===== config.mk =====
export PLATFORM = sky130hd
export DESIGN_NAME = cl_tnn_frame_sched
export DESIGN_NICKNAME = d
export VERILOG_FILES = /design/src/rtl/cl_tnn_frame_sched.sv
export SDC_FILE = /design/constraint.sdc
export NUM_CORES = 1
export LEC_CHECK = 0
export ABC_CLOCK_PERIOD_IN_PS = 3100
export CAP_MARGIN = 20
export CORE_UTILIZATION = 45
export CTS_CLUSTER_SIZE = 12
export DETAILED_ROUTE_END_ITERATION = 8
export PLACE_DENSITY = 0.69
export SYNTH_ARGS = -nofsm -noshare
export SYNTH_HDL_FRONTEND = slang
export SYNTH_SLANG_ARGS = --single-unit

===== constraint.sdc =====
create_clock -name aclk -period 3.1 [get_ports aclk]
set_input_delay 0.31 -clock aclk [delete_from_list [all_inputs] [get_ports aclk]]
set_output_delay 0.31 -clock aclk [all_outputs]
set_load 0.01 [all_outputs]

===== src/rtl/cl_tnn_frame_sched.sv =====
// ---------------------------------------------------------------------------
// cl_tnn_frame_sched
//
// Frame scheduler in front of a TNN accelerator. It waits until a whole image
// is buffered in the input FIFO and the output FIFO has room for a whole
// image of results. It then reads exactly IMG_BEATS beats into the
// accelerator, and it tracks result beats to retire images. It allows up to
// MAX_INFLIGHT images to be outstanding at once.
//
// Optional feature: define TNN_SCHED_TIMEOUT_EN to add a result watchdog.
// The watchdog sets err_sticky[2] when TIMEOUT_CYC cycles pass with images
// outstanding and no result beat. Without the macro, err_sticky[2] is 0.
//
// Ports
//   aclk, aresetn  clock / asynchronous active-low reset (sync release)
//   sched_en       permit new image starts (checked only in IDLE)
//   err_clr        pulse clearing err_sticky
//   in_buffered    input FIFO holds >= one image
//   in_empty       input FIFO empty (pauses reads)
//   in_vld         input FIFO read data valid (one cycle after a read)
//   out_space      output FIFO can take one image of results
//   res_vld        accelerator result beat
//   in_rd_en       input FIFO read enable
//   tnn_in_vld     accelerator input valid
//   img_start      pulse: image issued
//   img_done       pulse: last result beat of an image received
//   inflight       outstanding image count
//   img_cnt        completed images (wraps)
//   sched_busy     FSM not idle or images outstanding
//   err_sticky     {timeout, result overflow, spurious in_vld}
// ---------------------------------------------------------------------------
module cl_tnn_frame_sched #(
    parameter int IMG_BEATS    = 1024,
    parameter int OUT_BEATS    = 64,
    parameter int MAX_INFLIGHT = 2,
    parameter int TIMEOUT_CYC  = 65536
) (
    input  logic        aclk,
    input  logic        aresetn,
    input  logic        sched_en,
    input  logic        err_clr,
    input  logic        in_buffered,
    input  logic        in_empty,
    input  logic        in_vld,
    input  logic        out_space,
    input  logic        res_vld,
    output logic        in_rd_en,
    output logic        tnn_in_vld,
    output logic        img_start,
    output logic        img_done,
    output logic [3:0]  inflight,
    output logic [31:0] img_cnt,
    output logic        sched_busy,
    output logic [2:0]  err_sticky
);

    localparam int RW = $clog2(IMG_BEATS + 1);
    localparam int OW = $clog2(OUT_BEATS + 1);

    typedef enum logic [1:0] {IDLE, ISSUE, DRAIN} state_e;

    // Reset pipe: assertion is immediate, and release is aligned to aclk.
    logic [1:0] rst_pipe_q;
    logic       rst_n;

    always_ff @(posedge aclk or negedge aresetn) begin
        if (!aresetn) rst_pipe_q <= 2'b00;
        else          rst_pipe_q <= {rst_pipe_q[0], 1'b1};
    end
    assign rst_n = rst_pipe_q[1];

    state_e          state_q;
    logic [RW-1:0]   rd_cnt_q;
    logic [RW-1:0]   vld_cnt_q;
    logic [OW-1:0]   res_cnt_q;
    logic [3:0]      inflight_q, inflight_d;
    logic [31:0]     img_cnt_q;
    logic [2:0]      err_q, err_d;
    logic            img_start_q, img_done_q;

    logic start_go, rd_last, vld_fire, vld_last;
    logic res_ok, res_wrap, spur, ovf, tmo;

    assign start_go = (state_q == IDLE) && sched_en && in_buffered && out_space &&
                      (inflight_q < 4'(MAX_INFLIGHT));
    assign in_rd_en = (state_q == ISSUE) && !in_empty;
    assign rd_last  = (rd_cnt_q == RW'(IMG_BEATS - 1));

    // Read data is forwarded with no added latency. Data arriving in IDLE
    // belongs to no image, so it is blocked and flagged.
    assign tnn_in_vld = in_vld && (state_q != IDLE);
    assign vld_fire   = tnn_in_vld;
    assign vld_last   = (vld_cnt_q == RW'(IMG_BEATS - 1));
    assign spur       = in_vld && (state_q == IDLE);

    // A result beat with nothing outstanding is an error. It is not counted.
    assign res_ok   = res_vld && (inflight_q != 4'd0);
    assign res_wrap = res_ok && (res_cnt_q == OW'(OUT_BEATS - 1));
    assign ovf      = res_vld && (inflight_q == 4'd0);

`ifdef TNN_SCHED_TIMEOUT_EN
    logic [31:0] wd_q;

    always_ff @(posedge aclk or negedge rst_n) begin
        if (!rst_n)                              wd_q <= '0;
        else if (inflight_q == 4'd0 || res_vld)  wd_q <= '0;
        else if (wd_q != 32'(TIMEOUT_CYC))       wd_q <= wd_q + 32'd1;
    end
    // The flag fires on the cycle that brings the count to TIMEOUT_CYC.
    // After that the counter saturates.
    assign tmo = (inflight_q != 4'd0) && !res_vld && (wd_q == 32'(TIMEOUT_CYC - 1));
`else
    logic tmo_unused;
    assign tmo_unused = (TIMEOUT_CYC == 0);
    assign tmo        = 1'b0;
`endif

    always_comb begin
        inflight_d = inflight_q;
        case ({start_go, res_wrap})
            2'b10:   inflight_d = inflight_q + 4'd1;
            2'b01:   inflight_d = inflight_q - 4'd1;
            default: inflight_d = inflight_q;
        endcase
        // If a set event and err_clr occur in the same cycle, the set event wins.
        err_d = (err_clr ? 3'b000 : err_q) | {tmo, ovf, spur};
    end

    always_ff @(posedge aclk or negedge rst_n) begin
        if (!rst_n) begin
            state_q     <= IDLE;
            rd_cnt_q    <= '0;
            vld_cnt_q   <= '0;
            res_cnt_q   <= '0;
            inflight_q  <= 4'd0;
            img_cnt_q   <= 32'd0;
            err_q       <= 3'b000;
            img_start_q <= 1'b0;
            img_done_q  <= 1'b0;
        end else begin
            img_start_q <= start_go;
            img_done_q  <= res_wrap;
            inflight_q  <= inflight_d;
            err_q       <= err_d;

            if (res_ok)   res_cnt_q <= res_wrap ? '0 : res_cnt_q + 1'b1;
            if (res_wrap) img_cnt_q <= img_cnt_q + 32'd1;
            if (vld_fire) vld_cnt_q <= vld_last ? '0 : vld_cnt_q + 1'b1;

            case (state_q)
                IDLE: if (start_go) state_q <= ISSUE;
                ISSUE: begin
                    if (in_rd_en) begin
                        if (rd_last) begin
                            rd_cnt_q <= '0;
                            state_q  <= DRAIN;
                        end else begin
                            rd_cnt_q <= rd_cnt_q + 1'b1;
                        end
                    end
                end
                // Hold until the last read's data reaches the accelerator.
                DRAIN: if (vld_fire && vld_last) state_q <= IDLE;
                default: state_q <= IDLE;
            endcase
        end
    end

    assign img_start  = img_start_q;
    assign img_done   = img_done_q;
    assign inflight   = inflight_q;
    assign img_cnt    = img_cnt_q;
    assign err_sticky = err_q;
    assign sched_busy = (state_q != IDLE) || (inflight_q != 4'd0);

endmodule


==> results_dict.tcl <==
set metrics [dict create \
    switchingPower_w 0.000697 \
    syn_area_um2 3360 \
    final_common_cell "dfrtp_1" \
    drv_slew 0 \
    synth_cell_types 40 \
    setup_viol 0 \
    drcViolationCount 2 \
    fin_worst_skew_ps 7.72 \
    hold_buffers 0 \
    synth_warnings 0 \
    yosysTopAreaCellShare 0.543 \
    outcome "finished, violations left" \
    setup_tns_ps 0 \
    crit_required_ps 3370 \
    synth_top_cell_by_area "dfrtp_1" \
    gp_congestion 0.740 \
    syn_area_per_cell_um2 10.6 \
    hold_class "input pin to async pin" \
    ctsLongestPathBuffers 2 \
    arrival_ps 2900 \
    insertion_delay_ps 340 \
    critPathMaxFanout 10 \
    async_reset_ff_frac 1.00 \
    worst_setup_path_end_kind "flop" \
    postRouteAntennaNets 0 \
    mostFrequentLayoutCells "dfrtp_1 (72), clkdlybuf4s50_1 (51), xnor2_1 (35)" \
    rsz0062_at_grt "false" \
    min_period_ps 2630 \
    yosys-top-cells-area "dfrtp_1 (54%), xnor2_1 (9.1%), xor2_1 (5.2%)" \
    dieArea_um2 7820 \
    r2r_cells 10 \
    violations "DRC" \
    syn_inst 316 \
    ys_seq_elements 73 \
    vias 2434 \
    grt_overflow 0 \
    fin_crit_sh 0.849 \
    grt_max_degree 38 \
    ios 53 \
    cts_buffers 9 \
    cts_resized 0 \
    power.density_nw_per_um2 575 \
    switching_share 0.288 \
    grt_util_all_layers 0.180 \
    cts_tree "done" \
    n_antenna_cell 0 \
    leakage_nw 1.84 \
    setup.worst_path.start_class "flop" \
    die_w_um 88.4 \
    syn2layout_area_growth_pct 25.5 \
    coreArea_um2 7250 \
    viasPerCell 5.06 \
    p_seq_frac 0.508 \
    wl_per_cell_um 13.1 \
    synth_enable_flop_cells 0 \
    pwr-share-comb 0.169 \
    yosysSeqAreaShare 0.543 \
    finalWirelength_um 6290 \
    ys.flop_type "dfrtp_1" \
    drive_gt1_frac 0.0812 \
    clkTransAtPathRegs_ps 70 \
    root_buffer "clkbuf_8" \
    synth.net_count 332 \
    clockPowerShare 0.322 \
    critPathMaxStageDelay_ps 620 \
    slew_headroom 0.480 \
    firstDrtPassIters 6 \
    final-hold-violation-count 0 \
    nNetsFinal 393 \
    max_freq_ghz 0.380 \
    cap_violations 0 \
    initial_core_util 0.464 \
    max_slew.worst_pin.slew_ps 781 \
    place_hpwl_um 4630 \
    post_cts.repair.setup_buffers 0 \
    internal_power_w 0.00173 \
    cts_htree_levels 3 \
    grt_pass1_wl_um 10700 \
    rows 31 \
    r2r_start "inflight[1]" \
    antenna_found_initial 0 \
    port_buffers 51 \
    die_h_um 88.4 \
    fin_util 0.582 \
    crit_chain "o41ai_1 > or4b_1 > inv_1 > buf_4 > ha_1 > nor4bb_1 > a21oi_1 > o21a_1 > nor2_1 > xor2_1" \
    drt-initial-drc-count 110 \
    worst_path_max_delay_cell "o41ai_1" \
    startpoint "inflight[1]" \
    clkSinkCount 73 \
    fill_cells 649 \
    worst_ir_drop_vdd_mv 0.444 \
    first_global_vias 2344 \
    worstSetupPathType "flop to flop" \
]
==> stage by stage <==
step	power (W)	std cells	setup slack [ps]	hold WS [ps]	area [um2]
final	0.00242	481	467	125	4220
after global routing	0.00255	481	146	116	4220
after CTS	0.00245	481	467	108	4220
after detailed placement	0.00166	465	358	342	4000
after global placement	0.00164	465	434	336	4000
after floorplan	0.00148	316	377	14.4	3360
==> flip-flops by register name, indices dropped and copies added (netlist names) <==
signal / cells
img_cnt: 32
img_done: 1
img_start: 1
err_sticky: 2
rd_cnt_q: 11
state_q: 2
vld_cnt_q: 11
inflight: 4
res_cnt_q: 7
rst_pipe_q: 2
==> worst max-delay path, delay by kind of cell (launching register included) <==
kind | cells | cell delay, ps
AO/OA/AOI/OAI | 3 | 860
XOR/XNOR | 1 | 150
AND/OR/NAND/NOR | 3 | 630
buffers and inverters | 2 | 220
flip-flops | 1 | 490
adder cells (fa/ha/maj) | 1 | 230
==> path summary, 6_finish.rpt <==
path	endpoint	slack (ps)
setup / recovery	inflight[3]	470
hold / removal	rst_pipe_q[0]	120
setup reg to reg	inflight[3]	470
hold reg to reg	inflight[3]	350
max in group asynchronous	img_cnt[30]	2000
min in group aclk	rst_pipe_q[1]	350
==> power by group through the flow <==
stage | clock network [W] | logic (W) | registers (W)
2_1_floorplan | 0 | 0.000254 | 0.00122
3_3_place_gp | 0 | 0.000395 | 0.00124
3_5_place_dp | 0 | 0.000414 | 0.00125
4_1_cts | 0.000803 | 0.000416 | 0.00123
5_1_grt | 0.000840 | 0.000452 | 0.00126
6_report | 0.000781 | 0.000410 | 0.00123
==> cells in the mapped netlist, drive strengths merged, types with 2 or more instances <==
cell / number
inv: 12
dfrtp: 73
nor2: 25
nor2b: 2
nor4: 6
nor4bb: 2
nand2: 34
nor3: 9
o21a: 4
clkbuf: 2
and3: 8
buf: 4
xnor2: 35
nor4b: 3
conb: 2
nand3: 21
xor2: 20
o21ai: 8
nand4: 17
ha: 7
a21oi: 3
or2: 5
==> kinds of logic (layout without fill, tap and decap cells) <==
logic type | Yosys count | after routing | share of synthesized area
AND/OR/NAND/NOR | 138 | 138 | 0.215
flip-flops | 73 | 73 | 0.543
XOR/XNOR | 55 | 55 | 0.143
AO/OA/AOI/OAI | 22 | 22 | 0.0432
buffers and inverters | 18 | 84 | 0.0231
adder cells (fa/ha/maj) | 7 | 7 | 0.0261
other | 2 | 2 | 0.00223
multiplexers | 1 | 1 | 0.00335
==> layout make-up <==
type                            count  area, um2  area share
Clock buffer                       12        165      0.0392
Clock inverter                      4       50.0      0.0119
Inverter                           12       45.0      0.0107
Multi-Input combinational cell    225       1460       0.346
Sequential cell                    73       1830       0.433
Tap cell                           99        124      0.0294
Timing Repair Buffer               56        548       0.130
==> routing by layer <==
metal / track usage / vias to the layer above / part of all wire
li1: - / 1204 / -
met1: 0.225 / 1179 / 0.47
met2: 0.297 / 42 / 0.48
met3: 0.0606 / 9 / 0.043
met4: 0.0528 / 0 / 0.011
met5: 0 / - / 0
Power figures use the tool's default switching activity.
